## config.mk

```make
export PLATFORM = sky130hd
export DESIGN_NAME = sgpio_shift_ctrl
export DESIGN_NICKNAME = d
export VERILOG_FILES = /design/src/rtl/sgpio_shift_ctrl.sv
export SDC_FILE = /design/constraint.sdc
export NUM_CORES = 1
export LEC_CHECK = 0
export BUFFER_PORTS_ARGS = -buffer_cell sky130_fd_sc_hd__buf_2
export CORE_AREA = 2 2 68 70
export DETAILED_ROUTE_END_ITERATION = 6
export DIE_AREA = 0 0 70 72
export PLACE_DENSITY_LB_ADDON = 0.08
export SLEW_MARGIN = 10
export SYNTH_ARGS = -nofsm -noshare
export SYNTH_HDL_FRONTEND = slang
export SYNTH_SLANG_ARGS = --single-unit
export TNS_END_PERCENT = 5
```

## constraint.sdc

```tcl
create_clock -name clk -period 5.83 [get_ports clk]
set_clock_uncertainty 0.1 [all_clocks]
set_input_delay 0.583 -clock clk [delete_from_list [all_inputs] [get_ports clk]]
set_output_delay 0.583 -clock clk [all_outputs]
set_load 0.05 [all_outputs]
```

## src/rtl/sgpio_shift_ctrl.sv

```systemverilog
// rtl/sgpio_shift_ctrl.sv - SGPIO serial shift controller: one N-bit word out on sg_dout, one in from sg_din per frame
// Optional feature macro SGPIO_CTRL_LOOPBACK_EN: rx sampler takes sg_dout instead of sg_din.
module sgpio_shift_ctrl #(
  parameter int N   = 8,
  parameter int DIV = 2
) (
  input  logic         clk,
  input  logic         rst_n,
  input  logic [N-1:0] tx_data,
  input  logic         tx_valid,
  output logic         tx_ready,
  input  logic         abort,
  output logic [N-1:0] rx_data,
  output logic         rx_valid,
  output logic         busy,
  output logic         sg_clk,
  output logic         sg_en_n,
  output logic         sg_dout,
  input  logic         sg_din
);

  localparam int CW = $clog2(N);
  localparam int DW = (DIV > 1) ? $clog2(DIV) : 1;

  typedef enum logic [1:0] {IDLE, LO, HI, DONE} state_t;

  state_t         state, state_nx;
  logic [DW-1:0]  div_cnt, div_cnt_nx;
  logic [CW-1:0]  bit_cnt, bit_cnt_nx;
  logic [N-1:0]   shadow, shadow_nx;
  logic [N-1:0]   rx_sr, rx_sr_nx;
  logic           div_last;
  logic           sample_bit;

`ifdef SGPIO_CTRL_LOOPBACK_EN
  assign sample_bit = sg_dout;
`else
  assign sample_bit = sg_din;
`endif

  assign div_last = (div_cnt == DW'(DIV - 1));

  always_comb begin
    state_nx   = state;
    div_cnt_nx = div_cnt;
    bit_cnt_nx = bit_cnt;
    shadow_nx  = shadow;
    rx_sr_nx   = rx_sr;
    case (state)
      IDLE: begin
        // tx_ready is low on the first cycle after reset, so no acceptance there
        if (!abort && tx_valid && tx_ready) begin
          shadow_nx  = tx_data;
          bit_cnt_nx = '0;
          div_cnt_nx = '0;
          state_nx   = LO;
        end
      end
      LO: begin
        if (abort) begin
          state_nx = IDLE;
        end else if (div_last) begin
          rx_sr_nx   = {sample_bit, rx_sr[N-1:1]};
          div_cnt_nx = '0;
          state_nx   = HI;
        end else begin
          div_cnt_nx = div_cnt + DW'(1);
        end
      end
      HI: begin
        if (abort) begin
          state_nx = IDLE;
        end else if (div_last) begin
          div_cnt_nx = '0;
          shadow_nx  = shadow >> 1;
          bit_cnt_nx = bit_cnt + CW'(1);
          state_nx   = (bit_cnt == CW'(N - 1)) ? DONE : LO;
        end else begin
          div_cnt_nx = div_cnt + DW'(1);
        end
      end
      default: state_nx = IDLE;
    endcase
  end

  // Outputs are registered from the next state so they line up with the state register.
  always_ff @(posedge clk or negedge rst_n) begin
    if (!rst_n) begin
      state    <= IDLE;
      div_cnt  <= '0;
      bit_cnt  <= '0;
      shadow   <= '0;
      rx_sr    <= '0;
      rx_data  <= '0;
      rx_valid <= 1'b0;
      tx_ready <= 1'b0;
      busy     <= 1'b0;
      sg_clk   <= 1'b0;
      sg_en_n  <= 1'b1;
      sg_dout  <= 1'b0;
    end else begin
      state    <= state_nx;
      div_cnt  <= div_cnt_nx;
      bit_cnt  <= bit_cnt_nx;
      shadow   <= shadow_nx;
      rx_sr    <= rx_sr_nx;
      tx_ready <= (state_nx == IDLE);
      busy     <= (state_nx != IDLE);
      sg_clk   <= (state_nx == HI);
      sg_en_n  <= !((state_nx == LO) || (state_nx == HI));
      rx_valid <= (state_nx == DONE);
      if (state_nx == DONE) rx_data <= rx_sr_nx;
      // Data only moves on LO entry: DIV cycles of setup before each sg_clk rise
      if ((state_nx == LO) && (state != LO)) sg_dout <= shadow_nx[0];
    end
  end

endmodule

```

==> summary.txt, run 1 <==
Clock tree
  – Clk_lat worst skew: approximately 280 ps
  – Root buffer cell: clkbuf_8
  – Setup bufs post-CTS: 0
  – Hold buffer count at CTS: 0
  – H-tree levels: 2
  – Total CTS buffers: 5
  – CTS tree: yes
  – Max clock buf depth: 2
  – Reg clk slew, reported paths: 70 ps
  – Total clock sinks: 36
  – Post-CTS Resized: 0

Die
  – Cell row count: 24
  – Die H: about 72 um
  – Chip width: ~70 um
  – Top Ports: 27
  – Initial Util: 0.385
  – Die Footprint: slightly above 5000 sq um
  – Core area: 4260 sq um

Setup path
  – Data arrival time of the worst path: 2720 ps
  – CP bufs+invs: 1
  – Worst-path maximum fanout: 9
  – Crit-path cells: inv_1 -> ha_1 -> and4b_1 -> a21oi_1 -> a21oi_1 -> ha_1 -> mux2_2
  – Critical Path RT: 5890 ps
  – Crit path from: state[0]$_DFF_PN0_
  – Worst path top cell family by delay: adder cells
  – CP max-delay cell: ha_1
  – Reg2reg setup slack: 3180 ps
  – Critical path class: flip-flop to flip-flop
  – Largest stage delay, worst path: approximately 450 ps
  – Worst setup SP type: flip-flop
  – CP endpoint kind: flip-flop
  – R2r startpoint: state[0]$_DFF_PN0_

Synthesis
  – Library cells used by synthesis: 31
  – Top area cells in the synthesized netlist: dfrtp_1, mux2_2, ha_1, a22oi_1, a21oi_1
  – Syn Area/Cell: 12.4 sq um
  – Area leader, netlist: dfrtp_1
  – Synth top area share: 0.534
  – #FFs+latches synth: 36
  – Syn_nets: between 150 and 200
  – Syn Std Cell Area: around 1600 sq um
  – Post-synthesis sequential area ratio: 0.550
  – Yosys warning count: 0
  – Synth Instances: roughly 130

Power and ir drop
  – Leak: 0.000948 uW
  – Maximum VDD drop: around 0.22 mV
  – PwrDens: between 400 and 500 nW/um^2

Detailed routing
  – First DRT Iteration DRCs: between 70 and 80
  – ANT nets after route: 0
  – First-pass DRT Iterations: 4
  – # DRC: 0
  – DR vias: ~1000
  – DR WL/cell: 13.5 um
  – Via density: roughly 4.9
  – Final WL: between 2000 and 3000 um

Finish
  – Ratio of cells with drive above 1 in the final layout: 0.329
  – Ant. Diodes: 0
  – Final net count: between 150 and 200
  – Area grow syn2layout: 15.6%
  – Final Cell Area: about 1900 sq um

STA
  – Final Hold Fails: 0
  – Final period utilization: 0.455
  – Headroom to the max-slew limit: 0.358
  – RSZ-0062 raised after global routing: false
  – Fin. max-slew vios: 0
  – Setup TNS Final: 0 ps
  – Final setup viols: 0
  – Slew @ Worst Pin: 963 ps
  – Fmax: between 300 and 400 MHz
  – Hold slack: about 280 ps
  – Crit path time final: ~2700 ps

Placement
  – Input/output buffers: 26
  – HPWL Detailed: about 2100 um
  – RD Place Congestion: between 0.7 and 0.8
  – Placed inst area: between 1500 and 2000 sq um

Global route
  – Vias in the first global route: 1103
  – Grt met2 use: 0.199
  – GR Util met1: 0.164
  – Largest net degree at the start of global routing: 37
  – Initial antenna violation count: 0
  – First-pass GRT wire length: 5110 um
  – GRT Residual Overflow: 0
  – GRT busiest layer: met2
  – Gr usage total: 0.130
  – Met3 global-route usage: 0.0472

Min path
  – Worst min path class: input pin to async pin

Run status
  – Outcome: finished clean

Job
  – Max Cap Viol: 0
[flip-flops by register name, indices dropped and copies added, names as in the netlist]
register,cells
state,2
div_cnt,1
rx_valid,1
sg_clk,1
rx_sr,8
sg_en_n,1
busy,1
shadow,8
tx_ready,1
rx_data,8
bit_cnt,3
sg_dout,1
[cell usage after synthesis (all sizes together)]
cell,instances
and3b,1
clkbuf,2
and2,1
o21ai,5
nor2,8
nand3,3
and4b,1
inv,9
a211o,1
dfrtp,35
ha,12
nor2b,1
dfstp,1
o22ai,1
mux2,17
mux2i,1
a2111oi,1
a21boi,1
a22oi,7
a21o,2
buf,3
nor3b,1
or4b,1
a21oi,10
nand3b,2
nor3,1
nand2,3
a211oi,1
[kinds of logic after synthesis]
family          Yosys count  synth area share
flops                    36             0.550
simple gates             23            0.0763
compound gates           29             0.124
fa+ha+maj                12            0.0915
buf+inv                  14            0.0351
mux                      18             0.123
[report_power, final]
group	leakage (uW)	switching (uW)	total (uW)	internal, uW
logic	0.000432	232	358	126
registers	0.000474	38.3	364	325
clock network	0.0000424	86.4	172	85.3
total	0.000948	357	893	536
[placed cells by master, fill, tap and decap left out, types with 2 or more instances in the layout]
cell      netlist  layout
nand2_1         3       3
a21o_1          2       2
clkbuf_8        0       5
buf_2           1      26
clkbuf_1        2       2
nand3_1         3       3
nand3b_1        2       2
o21ai_0         4       4
inv_1           9       9
ha_1           12      12
dfrtp_1        35      35
a21oi_1        10      10
a22oi_1         7       7
nor2_1          8       8
mux2_2         17      17
[worst register-to-register path, cell delays in order, from the launching register on]
cell	delay, ps
dfrtp_1	410
inv_1	110
ha_1	240
and4b_1	430
a21oi_1	100
a21oi_1	320
ha_1	450
mux2_2	380
[metal layers]
| metal | vias up | part of all wire |
|---|---|---|
| met5 | - | 0 |
| met4 | 0 | 0.0066 |
| met3 | 2 | 0.045 |
| met2 | 18 | 0.48 |
| met1 | 501 | 0.46 |
| li1 | 520 | - |
[path summary, 6_finish.rpt]
path,endpoint,cells after the start
min in group clk,bit_cnt[0]$_DFFE_PN0P_,1
max in group asynchronous,rx_data[1]$_DFFE_PN0N_,1
hold reg to reg,bit_cnt[0]$_DFFE_PN0P_,1
setup / recovery,rx_data[0]$_DFFE_PN0N_,7
setup reg to reg,rx_data[0]$_DFFE_PN0N_,7
hold / removal,tx_ready$_DFF_PN0_,1
[stage by stage]
step	total power, uW	util	setup WS [ps]	std cells
detailed placement	733	0.425	3120	205
global placement	720	0.425	3200	205
CTS	907	0.445	3150	213
floorplan	650	-	3230	132
global route	968	0.445	2930	213
finish	893	0.445	3180	213
[cell type report]
class / count / area [sq um]
Tap cell: 52 / 65.1
Multi-Input combinational cell: 82 / 681
Timing Repair Buffer: 26 / 130
Clock buffer: 7 / 76.3
Clock inverter: 1 / 8.76
Sequential cell: 36 / 902
Inverter: 9 / 33.8
Fill cell: 418 / 2370
Power figures use the tool's default switching activity.
==> run 2: changes to the inputs <==
==> constraint.sdc (replaced) <==
create_clock -name clk -period 2.7 [get_ports clk]
set_clock_uncertainty 0.1 [all_clocks]
set_input_delay 0.27 -clock clk [delete_from_list [all_inputs] [get_ports clk]]
set_output_delay 0.27 -clock clk [all_outputs]
set_load 0.05 [all_outputs]
==> run 2 against run 1 <==
Critical path type unchanged. Critical endpoint is now rx_data[6]$_DFFE_PN0N_. Register-to-register slack worse by 2900 ps. Sequential share of layout area is 1.2 points lower. Core utilization up 1.2 points. Critical path depth is 1 higher. Largest cell class unchanged. Highest routed layer unchanged.
==> summary.txt, run 2 (same netlist as run 1, synthesis figures left out) <==
STA
  – Fmax: 418 MHz (+11%)
  – Final period utilization: 0.887 (+0.432)
  – RSZ-0062 raised after global routing: false
  – Slew @ Worst Pin: 793 ps (-171 ps)
  – Setup TNS Final: 0 ps (unchanged)
  – Final Hold Fails: 0 (unchanged)
  – Setup ws final: 306 ps (-2870 ps)
  – Hold slack: 117 ps (-161 ps)
  – Final setup viols: 0 (unchanged)
  – Headroom to the max-slew limit: 0.472 (+0.114)
  – Fin. max-slew vios: 0 (unchanged)
  – Crit path time final: 2390 ps (-257 ps)

Clock tree
  – Clk_lat worst skew: 280 ps (about the same)
  – CTS tree: yes
  – Reg clk slew, reported paths: 70 ps (about the same)
  – Max clock buf depth: 2 (unchanged)
  – Total clock sinks: 36 (unchanged)
  – Total CTS buffers: 5 (unchanged)
  – H-tree levels: 2 (unchanged)
  – Setup bufs post-CTS: 0 (unchanged)
  – Root buffer cell: clkbuf_8

Finish
  – Ant. Diodes: 0 (unchanged)
  – Area grow syn2layout: 18.7%
  – Commonest non-fill, non-tap cell in the layout: dfrtp_1
  – Final net count: 189 (+2.2%)
  – Ratio of cells with drive above 1 in the final layout: 0.364 (+0.0344)
  – Fill cells: 407 (-2.6%)
  – Commonest cells after routing, fill and taps aside: dfrtp_1, buf_2, mux2_2
  – Biggest regs: rx_data x8, rx_sr x8, shadow x8
  – Storage element area: 902 sq um (unchanged)
  – Multi-input gate area: 687 sq um (+0.92%)

Min path
  – Hold EP: shadow[7]$_DFFE_PN0P_
  – Hold Crit Depth: 3
  – Critical hold path startpoint: tx_data[7]
  – Worst min path class: input pin to flip-flop

Placement
  – Post-Place Setup Slack: 118 ps (-3000 ps)
  – Input/output buffers: 26 (unchanged)
  – RD Place Congestion: 0.750 (-1.1%)
  – HPWL Detailed: 2170 um (+3.4%)

Die
  – Initial Util: 0.385 (unchanged)
  – Cell row count: 24 (unchanged)
  – Core area: 4260 sq um (unchanged)
  – Die H: 72 um (unchanged)
  – Die Footprint: 5040 sq um (unchanged)
  – Top Ports: 27 (unchanged)
  – Chip width: 70 um (unchanged)

Run status
  – Outcome: finished clean

Power and ir drop
  – Maximum VDD drop: 0.407 mV (+89%)
  – PwrDens: 1030 nW/um^2 (+120%)
  – Leak: 0.000974 uW (+2.8%)

Detailed routing
  – DR WL/cell: 13.9 um (+3.2%)
  – DR vias: 1078 (+3.6%)
  – Final WL: 3020 um (+5.2%)
  – # DRC: 0 (unchanged)
  – Via density: 4.97 (+1.6%)
  – First DRT Iteration DRCs: 37 (-49%)
  – First-pass DRT Iterations: 4 (unchanged)
  – ANT nets after route: 0 (unchanged)

Global route
  – Gr usage total: 0.132 (+0.00199)
  – Vias in the first global route: 1108 (+0.45%)
  – First-pass GRT wire length: 5200 um (+1.6%)
  – Initial antenna violation count: 0 (unchanged)
  – Largest net degree at the start of global routing: 37 (unchanged)
  – GRT Residual Overflow: 0 (unchanged)

Setup path
  – Critical Path RT: 2770 ps (-3120 ps)
  – Path depth of the worst reg2reg path: 8 (+1)
  – RR Endpoint: rx_data[6]$_DFFE_PN0N_
  – R2r startpoint: state[0]$_DFF_PN0_
  – Data arrival time of the worst path: 2470 ps (-250 ps)
  – Critical path class: flip-flop to flip-flop
  – CP endpoint kind: flip-flop
  – Worst-path maximum fanout: 8 (-1)
  – Reg2reg setup slack: 310 ps (-2870 ps)
  – Worst setup SP type: flip-flop

Job
  – Max Cap Viol: 0 (unchanged)
run 2: cell types whose count changed in the layout (fill, tap and decap cells not counted), sizes merged:
cell,previous run,this run
dlygate4sd3,0,1
inv,9,10
buf,26,29
clkbuf,7,6
run 2: worst max-delay path, stage by stage, from the launching register on:
cell,delay [ps]
dfrtp_1,410
inv_1,120
ha_1,300
nor2_1,70
nor3_1,180
o21ai_0,160
a21oi_2,230
ha_2,340
mux2_2,360
run 2: repair_timing:
action	4_1_cts	5_1_grt
hold buffers	1	0
hold endpoints to repair	31	0
endpoints found under the setup margin	0	8
resized for setup	0	2
run 2: per-stage QoR:
stage / instances / instance area (sq um) / util / total power [uW]
global placement: 208 / 1830 / 0.430 / 1580
detailed placement: 208 / 1830 / 0.430 / 1610
CTS: 217 / 1940 / 0.455 / 2030
floorplan: 132 / 1640 / - / 1400
global route: 217 / 1950 / 0.457 / 2160
finish: 217 / 1950 / 0.457 / 2000
run 2: layer usage:
| metal | vias to the layer above | wire (um) | track usage | share of wire |
|---|---|---|---|---|
| met1 | 522 | 1350 | 0.160 | 0.45 |
| met3 | 5 | 143 | 0.0333 | 0.047 |
| met2 | 23 | 1470 | 0.219 | 0.49 |
| met4 | 0 | 49 | 0.0684 | 0.016 |
| met5 | - | 0 | 0 | 0 |
| li1 | 528 | - | - | - |
run 2: cell type report:
type                    instances  area share
flip-flops and latches         36       0.463
inverters                       9      0.0174
clock inverters                 2     0.00707
clock buffers                   6      0.0424
multi-input cells              82       0.353
repair buffers                 30      0.0835
well taps                      52      0.0334
run 2: where the power goes:
group	switching (uW)	total [uW]	internal, uW
clock network	196	404	208
logic	510	810	300
registers	82.7	785	703
total	789	2000	1210
run 2: how the worst max path moves through the flow:
stage                             startpoint                     end  slack [ps]  cells after the start
after CTS                 state[0]$_DFF_PN0_  rx_data[6]$_DFFE_PN0N_         110                      8
after global placement    state[0]$_DFF_PN0_  rx_data[2]$_DFFE_PN0N_         240                      8
after detailed placement  state[0]$_DFF_PN0_  rx_data[6]$_DFFE_PN0N_         120                      8
after floorplan           tx_ready$_DFF_PN0_  rx_data[0]$_DFFE_PN0N_         170                      7
final                     state[0]$_DFF_PN0_  rx_data[6]$_DFFE_PN0N_         310                      8
after global routing      state[0]$_DFF_PN0_  rx_data[2]$_DFFE_PN0N_          50                      8
==> run 3: changes to the inputs <==
--- a/config.mk
+++ b/config.mk
@@ -5,12 +5,12 @@
 export SDC_FILE = /design/constraint.sdc
 export NUM_CORES = 1
 export LEC_CHECK = 0
-export BUFFER_PORTS_ARGS = -buffer_cell sky130_fd_sc_hd__buf_2
 export CORE_AREA = 2 2 68 70
 export DETAILED_ROUTE_END_ITERATION = 6
 export DIE_AREA = 0 0 70 72
+export DONT_BUFFER_PORTS = 1
 export PLACE_DENSITY_LB_ADDON = 0.08
-export SLEW_MARGIN = 10
+export SLEW_MARGIN = 20
 export SYNTH_ARGS = -nofsm -noshare
 export SYNTH_HDL_FRONTEND = slang
 export SYNTH_SLANG_ARGS = --single-unit
==> constraint.sdc (replaced) <==
create_clock -name clk -period 2.3 [get_ports clk]
set_clock_uncertainty 0.1 [all_clocks]
set_input_delay 0.23 -clock clk [delete_from_list [all_inputs] [get_ports clk]]
set_output_delay 0.23 -clock clk [all_outputs]
set_load 0.05 [all_outputs]
==> run 3 against run 2 <==
Global-route usage shrank 0.21 points. Final cell count shrank 7.4%. First-iteration DRC count shrank 14%. Clock power grew 5.0%. Wire length shrank 3.7%. Sequential share of layout area grew 0.64 points. Core utilization shrank 0.56 points. Non-clock buffer count shrank 16. Critical endpoint is now rx_data[0]$_DFFE_PN0N_.
==> summary.txt, run 3 (same netlist as run 1, synthesis figures left out) <==
Finish
  – Storage element area: 903 sq um (+0.14%)
  – Multi-input gate area: 703 sq um (+2.4%)
  – Commonest non-fill, non-tap cell in the layout: dfrtp_1
  – Ratio of cells with drive above 1 in the final layout: 0.322 (-0.0415)
  – Final net count: 173 (-8.5%)
  – Final Cell Area: 1920 sq um (-1.2%)
  – Fill cells: 411 (+0.98%)
  – Commonest cells after routing, fill and taps aside: dfrtp_1, mux2_2, buf_4
  – Area grow syn2layout: 17.2%
  – Ant. Diodes: 0 (unchanged)
  – Biggest regs: rx_data x8, rx_sr x8, shadow x8

Detailed routing
  – # DRC: 0 (unchanged)
  – DR vias: 1002 (-7.1%)
  – DR WL/cell: 14.4 um (+3.9%)
  – First-pass DRT Iterations: 4 (unchanged)
  – Via density: 4.99 (+0.35%)
  – Final WL: 2900 um (-3.7%)
  – ANT nets after route: 0 (unchanged)
  – First DRT Iteration DRCs: 32 (-14%)

Clock tree
  – CTS tree: yes
  – Reg clk slew, reported paths: 70 ps (about the same)
  – Max clock buf depth: 2 (unchanged)
  – Total clock sinks: 36 (unchanged)
  – Root buffer cell: clkbuf_8
  – Clk_lat worst skew: 280 ps (about the same)
  – H-tree levels: 2 (unchanged)
  – Total CTS buffers: 5 (unchanged)

Setup path
  – Critical path class: flip-flop to flip-flop
  – CP endpoint kind: flip-flop
  – Worst setup SP type: flip-flop
  – Worst-path maximum fanout: 8 (unchanged)
  – Critical Path RT: 2370 ps (-400 ps)
  – Path depth of the worst reg2reg path: 8 (unchanged)
  – Data arrival time of the worst path: 2290 ps (-180 ps)

Power and ir drop
  – Sw frac: 0.392 (-0.00283)
  – Internal: 1430 uW (+18%)
  – Total chip power: 2350 uW (+18%)
  – Sw Pwr: 921 uW (+17%)
  – Leak: 0.000907 uW (-6.9%)
  – Clock power share: 0.180 (-0.022)
  – Sequential Power Share: 0.472 (+0.079)
  – Maximum VDD drop: 0.643 mV (+58%)
  – PwrDens: 1220 nW/um^2 (+19%)
  – Comb pwr share: 0.348 (-0.057)

Die
  – Die H: 72 um (unchanged)
  – Chip width: 70 um (unchanged)
  – Cell row count: 24 (unchanged)
  – Die Footprint: 5040 sq um (unchanged)
  – Top Ports: 27 (unchanged)
  – Initial Util: 0.385 (unchanged)
  – Core area: 4260 sq um (unchanged)

Global route
  – Initial antenna violation count: 0 (unchanged)
  – GRT busiest layer: met2
  – First-pass GRT wire length: 5020 um (-3.4%)
  – Vias in the first global route: 1076 (-2.9%)
  – Grt met2 use: 0.215 (-0.00423)
  – Gr usage total: 0.130 (-0.00210)
  – Largest net degree at the start of global routing: 37 (unchanged)
  – Met3 global-route usage: 0.0569 (+0.0236)
  – GR Util met1: 0.146 (-0.0135)
  – GRT Residual Overflow: 0 (unchanged)

Placement
  – RD Place Congestion: 0.770 (+2.7%)
  – Placed inst area: 1770 sq um (-3.5%)
  – HPWL Detailed: 2150 um (-1.0%)
  – Input/output buffers: 0 (-100%)

STA
  – Final Hold Fails: 0 (unchanged)
  – RSZ-0062 raised after global routing: true
  – Crit path time final: 2220 ps (-175 ps)
  – Slew @ Worst Pin: 507 ps (-286 ps)
  – Setup TNS Final: 0 ps (unchanged)
  – Final period utilization: 0.964 (+0.0779)
  – Fmax: 451 MHz (+7.9%)
  – Final setup viols: 0 (unchanged)
  – Headroom to the max-slew limit: 0.662 (+0.190)
  – Fin. max-slew vios: 0 (unchanged)

Min path
  – Worst min path class: input pin to flip-flop
  – Hold Crit Depth: 2 (-1)

Job
  – Max Cap Viol: 0 (unchanged)

Run status
  – Outcome: finished clean
==> run 3: metrics by stage <==
stage / hold WS [ps] / setup WS [ps] / utilization / std cells
after floorplan: -166 / 7.33 / - / 132
final: 2.90 / 81.8 / 0.451 / 201
after global routing: 1.84 / -22.1 / 0.451 / 201
after global placement: -165 / 6.64 / 0.415 / 189
after detailed placement: -164 / -33.6 / 0.415 / 189
after CTS: 3.15 / 34.5 / 0.443 / 199
==> run 3: repair_timing <==
action,in CTS,in global routing
pin swaps,0,3
hold buffers,2,0
endpoints found under the hold margin,36,0
setup buffers,0,2
gates resized for setup,2,5
endpoints found under the setup margin,9,9
==> run 3: critical path: stages (launching register included) <==
cell	delay, ps
dfrtp_1	420
inv_1	130
ha_1	210
a21oi_1	50
a211o_1	300
a21oi_2	210
ha_2	230
buf_12	120
mux2_2	330
==> run 3: cell type report <==
type	count	share of cell area
flip-flops and latches	36	0.470
repair buffers	14	0.0690
clock buffers	6	0.0377
multi-input cells	82	0.366
well taps	52	0.0338
inverters	9	0.0176
clock inverters	2	0.00651
==> run 3: power by group through the flow <==
stage	clock (uW)	combinational, uW	sequential, uW
after floorplan	0	532	1120
after global placement	0	749	1120
after detailed placement	0	768	1130
after CTS	448	796	1110
after global routing	478	929	1140
final	424	819	1110
==> run 3: per-layer routing <==
layer / vias up / part of all wire / wire [um]
met2: 20 / 0.49 / 1420
met4: 0 / 0.019 / 55
met1: 489 / 0.43 / 1240
li1: 488 / - / -
met5: - / 0 / 0
met3: 5 / 0.063 / 184
==> run 3: path summary, 6_finish.rpt <==
path	startpoint	to	slack [ps]
worst min-delay path	tx_data[7]	shadow[7]$_DFFE_PN0P_	3
min in group asynchronous	rst_n	div_cnt$_DFFE_PN0P_	290
worst max-delay path	state[0]$_DFF_PN0_	rx_data[0]$_DFFE_PN0N_	80
worst min register to register	bit_cnt[0]$_DFFE_PN0P_	bit_cnt[0]$_DFFE_PN0P_	400
max in group asynchronous	rst_n	sg_en_n$_DFF_PN1_	1550
worst max register to register	state[0]$_DFF_PN0_	rx_data[0]$_DFFE_PN0N_	80
